===== src/rtl/uart_rx_fifo.sv =====
// uart_rx_fifo: single-clock byte FIFO between the UART receiver and the host.
// Registered pop output (one-clock read latency), occupancy count, empty/full/
// almost-full decodes and a sticky overflow flag. Note: rst_n is ACTIVE-HIGH
// and asynchronous despite its name; the port name is kept for compatibility.
module uart_rx_fifo #(
  parameter int DATA_WIDTH            = 8,
  parameter int FIFO_DEPTH            = 16,
  parameter int ALMOST_FULL_THRESHOLD = 12
) (
  input  logic                          clk,
  input  logic                          rst_n,
  input  logic [DATA_WIDTH-1:0]         write_data,
  input  logic                          write_en,
  output logic [DATA_WIDTH-1:0]         read_data,
  input  logic                          read_en,
  input  logic                          fifo_clear,
  output logic                          fifo_empty,
  output logic                          fifo_full,
  output logic                          fifo_almost_full,
  output logic                          overflow,
  output logic [$clog2(FIFO_DEPTH):0]   data_count
);

  localparam int PTR_W = $clog2(FIFO_DEPTH);
  localparam int CNT_W = PTR_W + 1;

  localparam logic [CNT_W-1:0] DEPTH_C = CNT_W'(FIFO_DEPTH);
  localparam logic [CNT_W-1:0] AF_C    = CNT_W'(ALMOST_FULL_THRESHOLD);

  logic [DATA_WIDTH-1:0] mem [FIFO_DEPTH];

  logic [PTR_W-1:0]      wr_ptr_q, wr_ptr_d;
  logic [PTR_W-1:0]      rd_ptr_q, rd_ptr_d;
  logic [CNT_W-1:0]      count_q, count_d;
  logic [DATA_WIDTH-1:0] read_data_q, read_data_d;
  logic                  overflow_q, overflow_d;

  logic                  do_write;
  logic                  do_read;

  // Status decodes come straight from the registered count.
  assign fifo_empty       = (count_q == '0);
  assign fifo_full        = (count_q == DEPTH_C);
  assign fifo_almost_full = (count_q >= AF_C);
  assign data_count       = count_q;
  assign read_data        = read_data_q;
  assign overflow         = overflow_q;

  // Next-state: clear wins over everything; full/empty gate write/read using
  // the pre-edge count, so a full FIFO still pops and an empty one still pushes.
  always_comb begin
    do_write    = write_en && !fifo_full  && !fifo_clear;
    do_read     = read_en  && !fifo_empty && !fifo_clear;

    wr_ptr_d    = wr_ptr_q;
    rd_ptr_d    = rd_ptr_q;
    count_d     = count_q;
    read_data_d = read_data_q;
    overflow_d  = overflow_q;

    if (fifo_clear) begin
      wr_ptr_d   = '0;
      rd_ptr_d   = '0;
      count_d    = '0;
      overflow_d = 1'b0;
    end else begin
      if (write_en && fifo_full) begin
        overflow_d = 1'b1;
      end
      if (do_write) begin
        wr_ptr_d = wr_ptr_q + PTR_W'(1);
      end
      if (do_read) begin
        rd_ptr_d    = rd_ptr_q + PTR_W'(1);
        read_data_d = mem[rd_ptr_q];
      end
      case ({do_write, do_read})
        2'b10:   count_d = count_q + CNT_W'(1);
        2'b01:   count_d = count_q - CNT_W'(1);
        default: count_d = count_q;
      endcase
    end
  end

  // Control and output registers, asynchronously reset.
  always_ff @(posedge clk or posedge rst_n) begin
    if (rst_n) begin
      wr_ptr_q    <= '0;
      rd_ptr_q    <= '0;
      count_q     <= '0;
      read_data_q <= '0;
      overflow_q  <= 1'b0;
    end else begin
      wr_ptr_q    <= wr_ptr_d;
      rd_ptr_q    <= rd_ptr_d;
      count_q     <= count_d;
      read_data_q <= read_data_d;
      overflow_q  <= overflow_d;
    end
  end

  // Storage array: written on accepted pushes only, never reset.
  always_ff @(posedge clk) begin
    if (do_write) begin
      mem[wr_ptr_q] <= write_data;
    end
  end

endmodule


===== config.mk =====
export PLATFORM = sky130hd
export DESIGN_NAME = uart_rx_fifo
export DESIGN_NICKNAME = d
export VERILOG_FILES = /design/src/rtl/uart_rx_fifo.sv
export SDC_FILE = /design/constraint.sdc
export NUM_CORES = 1
export LEC_CHECK = 0
export CAP_MARGIN = 10
export CORE_MARGIN = 8
export CORE_UTILIZATION = 55
export CTS_CLUSTER_DIAMETER = 100
export DETAILED_ROUTE_END_ITERATION = 16
export GPL_TIMING_DRIVEN = 0
export PLACE_DENSITY = 0.71
export SYNTH_ARGS = -nofsm -noshare
export SYNTH_HDL_FRONTEND = slang
export SYNTH_SLANG_ARGS = --single-unit
export TNS_END_PERCENT = 50

===== constraint.sdc =====
create_clock -name clk -period 3.2 [get_ports clk]
set_input_delay 0.48 -clock clk [delete_from_list [all_inputs] [get_ports clk]]
set_output_delay 0.48 -clock clk [all_outputs]
set_load 0.03 [all_outputs]

==> results of run 1 <==
-- layout make-up --
type                            instances  area share
Inverter                                6     0.00312
Clock inverter                         13      0.0182
Tap cell                              140      0.0243
Multi-Input combinational cell        158       0.233
Timing Repair Buffer                   31      0.0420
Clock buffer                           19      0.0585
Buffer                                 16      0.0116
Sequential cell                       150       0.609
-- routing by layer --
layer / up-vias / share of wire / global-route usage
li1: 1414 / - / -
met1: 1632 / 0.42 / 0.226
met2: 83 / 0.51 / 0.292
met3: 8 / 0.058 / 0.0463
met4: 0 / 0.0078 / 0.0625
met5: - / 0 / 0
-- registers in the layout, indices dropped and copies added, names as in the netlist --
| name | flops |
|---|---|
| data_count | 5 |
| read_data | 8 |
| overflow | 1 |
| rd_ptr_q | 4 |
| mem | 128 |
| wr_ptr_q | 4 |
-- logic make-up (layout without fill, tap and decap cells) --
| kind of cell | after synthesis | after routing |
|---|---|---|
| buf+inv | 22 | 85 |
| fa+ha+maj | 9 | 9 |
| simple gates | 68 | 68 |
| compound gates | 25 | 25 |
| flops | 150 | 150 |
| mux | 49 | 49 |
| xor+xnor | 7 | 7 |
-- critical path, stage by stage (launching register included) --
cell,delay [ns]
dfrtp_1,0.45
or4_4,0.61
o21ai_4,0.23
nor2_1,0.10
nand2_1,0.16
inv_1,0.09
ha_1,0.31
nor2b_1,0.16
o21a_1,0.21
o211a_1,0.23
nor3_1,0.18
nor3b_2,0.07
-- final timing paths --
check | startpoint | endpoint | slack, ns | depth (start not counted)
min in group clk | read_data[6]$_DFFE_PP0P_ | read_data[6]$_DFFE_PP0P_ | 0.50 | 2
max | data_count[0]$_DFFE_PP0P_ | data_count[4]$_DFFE_PP0P_ | 0.26 | 11
max in group asynchronous | rst_n | data_count[2]$_DFFE_PP0P_ | 2.20 | 2
min | rst_n | rd_ptr_q[0]$_DFFE_PP0P_ | 0.45 | 2
max reg2reg | data_count[0]$_DFFE_PP0P_ | data_count[4]$_DFFE_PP0P_ | 0.26 | 11
min reg2reg | read_data[6]$_DFFE_PP0P_ | read_data[6]$_DFFE_PP0P_ | 0.50 | 2
-- synth_stat cells (3+ instances only) --
cell type  number
a21oi_1         4
and2_1         13
buf_2           7
clkbuf_1        6
dfrtp_1        22
edfxtp_1      128
ha_1            8
inv_1           6
mux2i_1        17
mux4_2         32
nand2_1        18
nand2b_1        3
nor2_1         13
nor3_1          6
nor4_1          3
o221ai_1        8
xor2_1          5
-- power by group through the flow --
| stage | logic (mW) | registers [mW] | clock network [mW] |
|---|---|---|---|
| after floorplan | 0.486 | 2.48 | 0 |
| after global placement | 0.941 | 2.36 | 0 |
| after detailed placement | 0.963 | 2.36 | 0 |
| after CTS | 0.967 | 2.33 | 1.89 |
| after global routing | 1.03 | 2.34 | 1.96 |
| final | 0.954 | 2.32 | 1.86 |
-- metrics by stage --
step | instance area [sq um] | setup slack (ns) | hold WS (ns) | instances | total power, mW
2_1_floorplan | 6170 | 0.276 | 0.469 | 330 | 2.96
3_3_place_gp | 6630 | -0.521 | 0.477 | 499 | 3.30
3_5_place_dp | 6660 | -0.0893 | 0.479 | 501 | 3.33
4_1_cts | 7210 | 0.234 | 0.483 | 533 | 5.18
5_1_grt | 7210 | 0.0603 | 0.537 | 533 | 5.33
6_report | 7210 | 0.261 | 0.451 | 533 | 5.14
==> out/metrics.yaml, run 1 <==
run_status: "completed"
dr.first_iter.drc_count: 195
nFillCells: 731
yosys_warnings: 0
cts_tree: "built"
drt.antenna.violating_nets: 0
max_freq_mhz: 340
yosys-mux-area-fraction: 0.144
postCtsHoldBufs: 0
wl_mm: 12.2
synth.area.top_cells: "edfxtp_1 62%, mux4_2 12%, dfrtp_1 8.9%, mux2i_1 2.8%, ha_1 1.6%"
core-area_sq_um: 10900
layout_common_cells: "128 x edfxtp_1, 32 x mux4_2, 29 x clkdlybuf4s50_1, 22 x dfrtp_1, 18 x nand2_1"
fin_tns_setup_ns: 0
peakVddDrop_mv: 0.405
synth_area_sq_um: 6170
clkPwrFrac: 0.362
seqCellArea_sq_um: 4390
cts_sinks: 150
swShare: 0.273
pwr-share-comb: 0.186
yosysTopAreaCell: "edfxtp_1"
insertion_delay_ns: 0.52
critPathMaxFanout: 7
viasPerCell: 5.89
seq_area_frac_synth: 0.712
drc: 0
start_kind: "flip-flop"
ctsRootBufferMaster: "clkbuf_8"
synthCells: 330
fin_crit_sh: 0.918
die_h_um: 122
multi_input_area_sq_um: 1680
power_frac_seq: 0.452
setup_viol: 0
grt_pass1_vias: 3320
insertedDiodeCount: 0
syn-mean-instance-area_sq_um: 18.7
num_rows: 38
p_int_mw: 3.74
grt.total_usage: 0.178
wl_per_cell_um: 22.9
hp-class: "in2async"
die_area_sq_um: 14900
yosysUniqueCellTypes: 41
async_reset_ff_frac: 0.147
required_ns: 3.58
cts_setup_buffers: 0
area_growth_pct: 16.9
worst_slew_pin_slew_ns: 0.872
io_buffer_count: 29
ioPinCount: 30
synth-edff-count: 128
yosysTopAreaCellShare: 0.623
fin_nets: 402
arrival_ns: 3.32
ys_ff_latch: 150
yosys.area_share.simple: 0.0600
antenna_found_initial: 0
finalHoldViolCount: 0
skew_ns: 0.00939
power_density_nw_per_um2: 713
p_leak_nw: 2.42
initial_core_util: 0.567
drive_above_1_share: 0.219
relSlewSlack: 0.418
clkSlewWorstSetupHoldPaths_ns: 0.06
dieWidth_um: 122
endpoint_kind: "flip-flop"
rsz0062_at_grt: "false"
drtPass1Iterations: 4
clock_path_buffers: 2
switching_power_mw: 1.40
slew_viol_final: 0
synthAdderAreaFrac: 0.0195
grt_max_degree: 23
synth_top_family_by_area: "multiplexers"
ctsResizeCount: 0
overflow: 0
synth_compound_area_frac: 0.0365
synth_xor_area_frac: 0.00994
htree_levels: 4
synth_nets: 352
gp_congestion: 0.824
grt_pass1_wl_mm: 19.1
drv_cap: 0
cts_buffers: 17
timing.final.crit_period_ns: 2.94
ys.flop_type: "edfxtp_1"
route.vias.total: 3137
critPathKind: "reg2reg"
finalCoreUtilization: 0.662
dp_hpwl_mm: 8.04
final_common_cell: "edfxtp_1"
(Power assumes the default switching activity.)
==> inputs of run 2 (changes only) <==
Settings changed: PLACE_DENSITY 0.71 to 0.74.
==> out/metrics.yaml, run 2 (same netlist as run 1, synthesis figures left out) <==
run_status: "completed"
layout_common_cells: "128 x edfxtp_1, 32 x mux4_2, 29 x clkdlybuf4s50_1, 22 x dfrtp_1, 18 x nand2_1"
fin_crit_sh: 0.927  # +0.00884
hp-class: "in2async"
crit_path_max_incr_delay_ns: 0.61  # about the same
crit_family: "simple AND/OR/NAND/NOR gates"
finalCoreUtilization: 0.660  # -0.00218
htree_levels: 4  # unchanged
die_area_sq_um: 14900  # unchanged
antenna_found_initial: 0  # unchanged
power_mw: 5.07  # -1.3%
setup_ws_ns: 0.233  # -0.0283 ns
drive_above_1_share: 0.208  # -0.0107
path_cells: "or4_4, o21ai_4, nor2_1, nand2_1, inv_1, ha_1, nor2b_1, o21a_1, o211a_1, nor3_1, nor3b_2"
multi_input_area_sq_um: 1670  # -0.30%
regMostFlops: "mem"
cp_slowest_cell: "or4_4"
instances_no_fill: 534  # +0.19%
timing.final.crit_period_ns: 2.97  # +0.0283 ns
initial_core_util: 0.567  # unchanged
ctsResizeCount: 0  # unchanged
arrival_ns: 3.35  # +0.03 ns
largest_reg_flops: 128  # unchanged
placed_cells: 502  # +0.20%
route.vias.total: 3144  # +0.22%
gp_congestion: 0.846  # +2.6%
drtPass1Iterations: 4  # unchanged
grt_pass1_vias: 3493  # +5.2%
insertion_delay_ns: 0.52  # about the same
cts_buffers: 17  # unchanged
wl_mm: 12.2  # about the same
insertedDiodeCount: 0  # unchanged
power_density_nw_per_um2: 706  # -0.96%
endpoint_kind: "flip-flop"
fin_tns_setup_ns: 0  # unchanged
core-area_sq_um: 10900  # unchanged
p_leak_nw: 2.42  # about the same
seqCellArea_sq_um: 4390  # unchanged
cts_setup_buffers: 0  # unchanged
die_h_um: 122  # unchanged
place_ws_ns: -0.0794  # +0.00984 ns
dr.first_iter.drc_count: 225  # +15%
rsz0062_at_grt: "false"
cts_sinks: 150  # unchanged
dpl_cell_area_sq_um: 6660  # unchanged
grt_pass1_wl_mm: 19.6  # +2.6%
cts_tree: "built"
overflow: 0  # unchanged
viasPerCell: 5.89  # about the same
grt.total_usage: 0.182  # +0.00390
critPathMaxFanout: 7  # unchanged
dp_hpwl_mm: 8.08  # +0.43%
max_freq_mhz: 337  # -0.95%
nFillCells: 774  # +5.9%
clock_path_buffers: 2  # unchanged
skew_ns: 0.0127  # +0.00335 ns
start_kind: "flip-flop"
holdWs_ns: 0.454  # +0.00349 ns
setup_viol: 0  # unchanged
postCtsHoldBufs: 0  # unchanged
clkSlewWorstSetupHoldPaths_ns: 0.06  # about the same
final_common_cell: "edfxtp_1"
required_ns: 3.58  # about the same
wl_per_cell_um: 22.8  # -0.15%
peakVddDrop_mv: 0.423  # +4.5%
grt_max_degree: 23  # unchanged
worst-path-buf-inv: 1  # unchanged
worst_slew_pin_slew_ns: 0.913  # +0.0417 ns
fin_area_sq_um: 7190  # -0.33%
drv_cap: 0  # unchanged
critPathKind: "reg2reg"
ctsRootBufferMaster: "clkbuf_8"
slew_viol_final: 0  # unchanged
drt.antenna.violating_nets: 0  # unchanged
io_buffer_count: 29  # unchanged
finalHoldViolCount: 0  # unchanged
relSlewSlack: 0.389  # -0.0294
dieWidth_um: 122  # unchanged
fin_nets: 403  # +0.25%
num_rows: 38  # unchanged
ioPinCount: 30  # unchanged
drc: 0  # unchanged
area_growth_pct: 16.5
-- run 2: cell count changes in the layout (fill, tap and decap cells not counted), sizes merged --
| cell | delta |
|---|---|
| clkinv | -3 |
| buf | +1 |
| clkinvlp | -2 |
| bufinv | -1 |
| clkbuf | +8 |
| inv | -2 |
-- run 2: path summary, 6_finish.rpt --
path	startpoint	end	slack, ns	depth (start not counted)
setup / recovery	data_count[0]$_DFFE_PP0P_	data_count[4]$_DFFE_PP0P_	0.23	11
hold / removal	rst_n	rd_ptr_q[2]$_DFFE_PP0P_	0.45	2
setup reg to reg	data_count[0]$_DFFE_PP0P_	data_count[4]$_DFFE_PP0P_	0.23	11
hold reg to reg	overflow$_DFFE_PP0P_	overflow$_DFFE_PP0P_	0.50	2
max in group asynchronous	rst_n	read_data[5]$_DFFE_PP0P_	2.20	2
min in group clk	overflow$_DFFE_PP0P_	overflow$_DFFE_PP0P_	0.50	2
-- run 2: power breakdown --
group	switching [mW]	internal, mW	total (mW)
logic	0.557	0.400	0.956
clock network	0.700	1.09	1.79
registers	0.0985	2.23	2.33
-- run 2: per-layer routing --
| metal | track usage | share of wire | vias up |
|---|---|---|---|
| li1 | - | - | 1408 |
| met1 | 0.218 | 0.41 | 1639 |
| met2 | 0.303 | 0.52 | 85 |
| met3 | 0.0555 | 0.053 | 12 |
| met4 | 0.0702 | 0.013 | 0 |
| met5 | 0 | 0 | - |
-- run 2: layout make-up --
type                       instances  share of cell area
buffer                            16              0.0117
clock buffer                      27              0.0670
clock inverter                     5             0.00662
inverter                           6             0.00313
multi-input combinational        158               0.233
sequential                       150               0.611
tap                              140              0.0244
timing repair buffer              32              0.0428
==> RTL edit 1 (flow settings as in run 2) <==
Reset style: synchronous (`rst_n`), changed in one clocked block. Comments in the files are not updated.
--- a/src/rtl/uart_rx_fifo.sv
+++ b/src/rtl/uart_rx_fifo.sv
@@ -83,7 +83,7 @@
   end
 
   // Control and output registers, asynchronously reset.
-  always_ff @(posedge clk or posedge rst_n) begin
+  always_ff @(posedge clk) begin
     if (rst_n) begin
       wr_ptr_q    <= '0;
       rd_ptr_q    <= '0;
Behaviour: differs if rst_n is asserted again (counterexample within 4 cycles, from zero or initial values and one cycle with rst_n high); with rst_n held inactive, the same outputs for 10 cycles.
==> RTL edit 1 against run 2 <==
- setup slack got worse by 0.0038 ns
- via count up 8.9%
- utilization grew 0.54 points
- sequential share of layout area decreased by 1.8 points
- design area is 0.38% higher
- area after synthesis fell by 1.3%
- critical endpoint is now data_count[4]
- sequential cell count unchanged
- routed wire length up 1.4%
- critical path depth stayed put
Power is not compared: it rests on default switching activity, and its combinational part moved more than twofold at a synthesized area within 25%.
==> RTL edit 1: results <==
group,metric,value,unit
clock_network,cts.clk_slew.worst_paths,0.06,ns
synthesis,synth_compound_area_frac,0.0499,
worst_setup_path,cp.arrival,3.43,ns
synthesis,seq_area_frac_synth,0.703,
clock_network,cts_max_path_buffers,2,
global_route,grt_max_degree,17,
worst_setup_path,cpPeakStageDelay,0.49,ns
placed_design,dp_slack,-0.338,ns
clock_network,cts_resized,0,
detailed_routing,dr.pass1.iters,5,
worst_hold_path,min_path_type,"input port to flop",
global_route,grt.total_usage,0.178,
final_layout,nets,445,
final_layout,layout-drive-gt1-share,0.159,
detailed_routing,wl_met2,6020,µm
synthesis,synth-edff-count,128,
clock_network,cts_max_level,4,
synthesis,synth_fp_nets,396,
synthesis,async_reset_ff_frac,0,
worst_setup_path,path_max_fanout,10,
placed_design,hpwl,8340,µm
placed_design,dpl_cell_area,6550,µm²
worst_setup_path,critPathSlowestCell,"dfxtp_1",
synthesis,yosysWarningCount,0,
pwr,p_leak,2.30,nW
worst_setup_path,critPathLaunch,"data_count[0]",
worst_hold_path,holdCritStartpoint,"rst_n",
timing,worst_slew_pin_slew,1.16,ns
detailed_routing,drt_iter0_markers,276,
outcome,status,"complete, no violations",
detailed_routing,dr_wl_met3,877,µm
synthesis,muxShareOfSynthArea,0.115,
clock_network,cts-root-buf,"clkbuf_8",
detailed_routing,route.layer.met1.wl,5210,µm
final_layout,largest_reg_flops,128,
placed_design,io_buffers,28,
synthesis,synth_commonest_cells,"edfxtp_1, mux2i_1, nor2_1",
synthesis,yosysUniqueCellTypes,41,
synthesis,synth-main-ff-cell,"edfxtp_1",
synthesis,postSynthAreaPerCell,16.3,µm²
synthesis,synthAdderAreaFrac,0.0218,
placed_design,finalWeightedCongestion,0.890,
final_layout,final_cells,575,
final_layout,num_antenna_cells,0,
detailed_routing,totalWireLength,12400,µm
global_route,grt_pass1_vias,3344,
synthesis,synthTopCellsByArea,"edfxtp_1, dfxtp_1, mux4_2, mux2i_1, a311oi_1",
timing,clock_skew,0.00574,ns
placed_design,dp_cells,541,
detailed_routing,vias,3425,
global_route,grt_pass1_wl,19300,µm
synthesis,synth_xor_area_frac,0.0115,
RTL edit 1: changes by cell type after synthesis, moves of 4 or more:
cell	change
dfrtp_1	-22
dfxtp_1	+22
nor2_1	+21
mux2i_1	+17
mux4_2	-16
a311oi_1	+15
o22ai_1	+14
and2_1	-11
o221ai_1	-8
buf_4	+4
RTL edit 1: per-stage QoR:
step                 util  setup TNS (ns)
detailed placement  0.604          -0.338
global placement    0.604          -0.221
global route        0.666               0
CTS                 0.663               0
floorplan               -               0
finish              0.666               0
RTL edit 1: final timing paths:
check | cells past startpoint | slack [ns] | endpoint
worst max-delay path | 11 | 0.23 | data_count[4]
worst min-delay path | 2 | 0.40 | read_data[5]
worst max register to register | 11 | 0.23 | data_count[4]
worst min register to register | 2 | 0.50 | overflow
RTL edit 1: area by class of cell:
cell class,count,area (µm²)
timing repair buffer,30,295
multi-input combinational,192,1630
sequential,150,4280
clock buffer,17,414
buffer,22,159
tap,140,175
fill,744,3630
inverter,9,33.8
clock inverter,15,226
RTL edit 1: worst reg2reg max path: stages, from the launching register on:
cell,delay [ns]
dfxtp_1,0.49
nor4_4,0.12
a21oi_4,0.31
buf_2,0.29
ha_1,0.30
inv_1,0.10
fa_1,0.39
nor2b_1,0.19
o21ai_1,0.11
nor4b_1,0.16
or3_1,0.32
a21oi_1,0.12
RTL edit 1: cells by family (layout without fill, tap and decap cells):
kind of cell	count (synthesis)	count (layout)
AOI/OAI and AO/OA	42	42
xor gates and xnor gates	8	8
adders and majority gates	10	10
buffers and inverters	31	93
DFF	150	150
muxes	50	50
and+or+nand+nor	82	82
RTL edit 1: where the power goes:
group / switching [W] / internal (W)
combinational: 0.0000719 / 0.0000424
sequential: 0.00000602 / 0.00213
clock: 0.000782 / 0.00135
RTL edit 1: layer usage:
layer | track usage | vias up
met5 | 0 | -
met1 | 0.230 | 1718
met3 | 0.0437 | 15
li1 | - | 1550
met2 | 0.281 | 142
met4 | 0.0748 | 0
==> RTL edit 2 (flow settings as in run 2) <==
Made on the original files. `FIFO_DEPTH`: 16 -> 32.
--- a/src/rtl/uart_rx_fifo.sv
+++ b/src/rtl/uart_rx_fifo.sv
@@ -4,7 +4,7 @@
 // and asynchronous despite its name; the port name is kept for compatibility.
 module uart_rx_fifo #(
   parameter int DATA_WIDTH            = 8,
-  parameter int FIFO_DEPTH            = 16,
+  parameter int FIFO_DEPTH            = 32,
   parameter int ALMOST_FULL_THRESHOLD = 12
 ) (
   input  logic                          clk,
Interface: changed (resized data_count); port bits go from 30 to 31. The function was not compared with the original's and may differ.
==> RTL edit 2 against run 2 <==
- total power is 87% higher
- sequential power is 81% higher
- final cell count is 77% higher
- area after synthesis is 81% higher
- setup slack worse by 0.17 ns
- sequential cell count is 131 higher
- global-route usage is 0.78 points higher
- routed wire length is 89% higher
- design area is 79% higher
- maximum frequency is 5.4% lower
- utilization is 1.9 points lower
- first-iteration DRC count grew to 2.6 times the old value
- sequential share of layout area is 3.4 points higher
- combinational power is 130% higher
- critical endpoint is now data_count[5]
==> RTL edit 2: results <==
group,metric,value,unit
outcome,status,"complete, no violations",
timing,hold_slack,0.479,ns
global_route,grt_pass1_wl,35300,µm
worst_setup_path,critPathSlowestCell,"or4_4",
worst_setup_path,path_max_fanout,10,
worst_setup_path,cp_top_family,"simple AND/OR/NAND/NOR gates",
placed_design,dp_cells,887,
clock_network,cts_max_path_buffers,3,
worst_setup_path,rr_startpoint,"data_count[1]",
worst_setup_path,rrSetupSlack,0.06,ns
pwr,p_leak,4.18,nW
clock_network,clkLatencyLatePin,0.54,ns
placed_design,dp_slack,-0.266,ns
synthesis,async_reset_ff_frac,0.0890,
worst_setup_path,cp.arrival,3.56,ns
global_route,grt_pass1_vias,5902,
synthesis,postSynthAreaPerCell,19.1,µm²
final_layout,areaGrowthSynthToFinish,15.0,%
timing,finalCriticalPeriod,3.14,ns
detailed_routing,totalWireLength,23000,µm
detailed_routing,vias,5732,
worst_setup_path,path_class,"flop to flop",
synthesis,yosysUniqueCellTypes,44,
clock_network,cts-root-buf,"clkbuf_16",
clock_network,cts_max_level,1,
final_layout,fill_cells,1339,
timing,clock_skew,0.0257,ns
synthesis,synthTopCellsByArea,"edfxtp_1, mux4_2, dfrtp_1, nor2_1, a21oi_1",
worst_setup_path,cpPeakStageDelay,0.55,ns
detailed_routing,dr.pass1.iters,5,
synthesis,synth_commonest_cells,"edfxtp_1, mux4_2, nor2_1",
final_layout,layout-drive-gt1-share,0.207,
global_route,antenna_found_initial,0,
timing,relSlewSlack,0.135,
final_layout,final_cells,947,
synthesis,synth_fp_nets,610,
final_layout,nets,679,
clock_network,cts.clk_slew.worst_paths,0.06,ns
placed_design,finalWeightedCongestion,0.904,
synthesis,seq_area_frac_synth,0.743,
global_route,grt.total_usage,0.190,
final_layout,max_flop_register,"mem",
clock_network,cts_buffers,27,
global_route,grt_max_degree,33,
placed_design,dpl_cell_area,11900,µm²
detailed_routing,drt_iter0_markers,575,
final_layout,largest_reg_flops,256,
synthesis,synth-edff-count,256,
detailed_routing,drcViolationCount,0,
placed_design,io_buffers,30,
worst_hold_path,min_path_type,"input port to asynchronous set/reset pin",
synthesis,yosysWarningCount,0,
final_layout,num_antenna_cells,0,
pwr,peakVddDrop,455,µV
placed_design,hpwl,14700,µm
==> RTL edit 2: cell types whose count changed after synthesis, moves of 12 or more <==
cell	run 2	this run
a21oi_1	4	28
mux4_2	32	64
edfxtp_1	128	256
and2_1	13	1
a22oi_1	0	16
nor2_1	13	57
==> RTL edit 2: what timing repair did <==
action | CTS | global route
pin swaps | 2 | 0
buffers inserted | 6 | 0
gates resized for setup | 1 | 1
endpoints found under the setup margin | 1 | 2
==> RTL edit 2: power breakdown <==
group / leakage, nW / switching [W] / internal (W)
Combinational: 1.13 / 0.00122 / 0.00102
Clock: 0.415 / 0.00126 / 0.00178
Sequential: 2.63 / 0.0000874 / 0.00413
Total: 4.18 / 0.00257 / 0.00693
==> RTL edit 2: cells by family after synthesis <==
group,share of synthesized area
buffers and inverters,0.0150
AOI/OAI and AO/OA,0.0402
and+or+nand+nor,0.0397
DFF,0.743
adders and majority gates,0.0118
xor gates and xnor gates,0.0111
muxes,0.140
==> RTL edit 2: layout make-up <==
type | count | share of cell area
Clock inverter | 12 | 0.00816
Multi-Input combinational cell | 269 | 0.215
Inverter | 5 | 0.00146
Tap cell | 270 | 0.0262
Buffer | 32 | 0.0121
Sequential cell | 281 | 0.646
Timing Repair Buffer | 40 | 0.0336
Clock buffer | 38 | 0.0580
==> RTL edit 2: metal layers <==
metal | global-route usage | share of wire | vias up
met5 | 0 | 0 | -
met4 | 0.0656 | 0.026 | 0
met3 | 0.0309 | 0.073 | 38
met2 | 0.313 | 0.49 | 233
met1 | 0.253 | 0.41 | 2967
li1 | - | - | 2494
==> RTL edit 2: path summary, 6_finish.rpt <==
path / endpoint / cells after the start
max: data_count[5] / 11
min: overflow / 2
max reg2reg: data_count[5] / 11
min reg2reg: read_data[1] / 2
max in group asynchronous: data_count[2] / 2
min in group clk: read_data[1] / 2
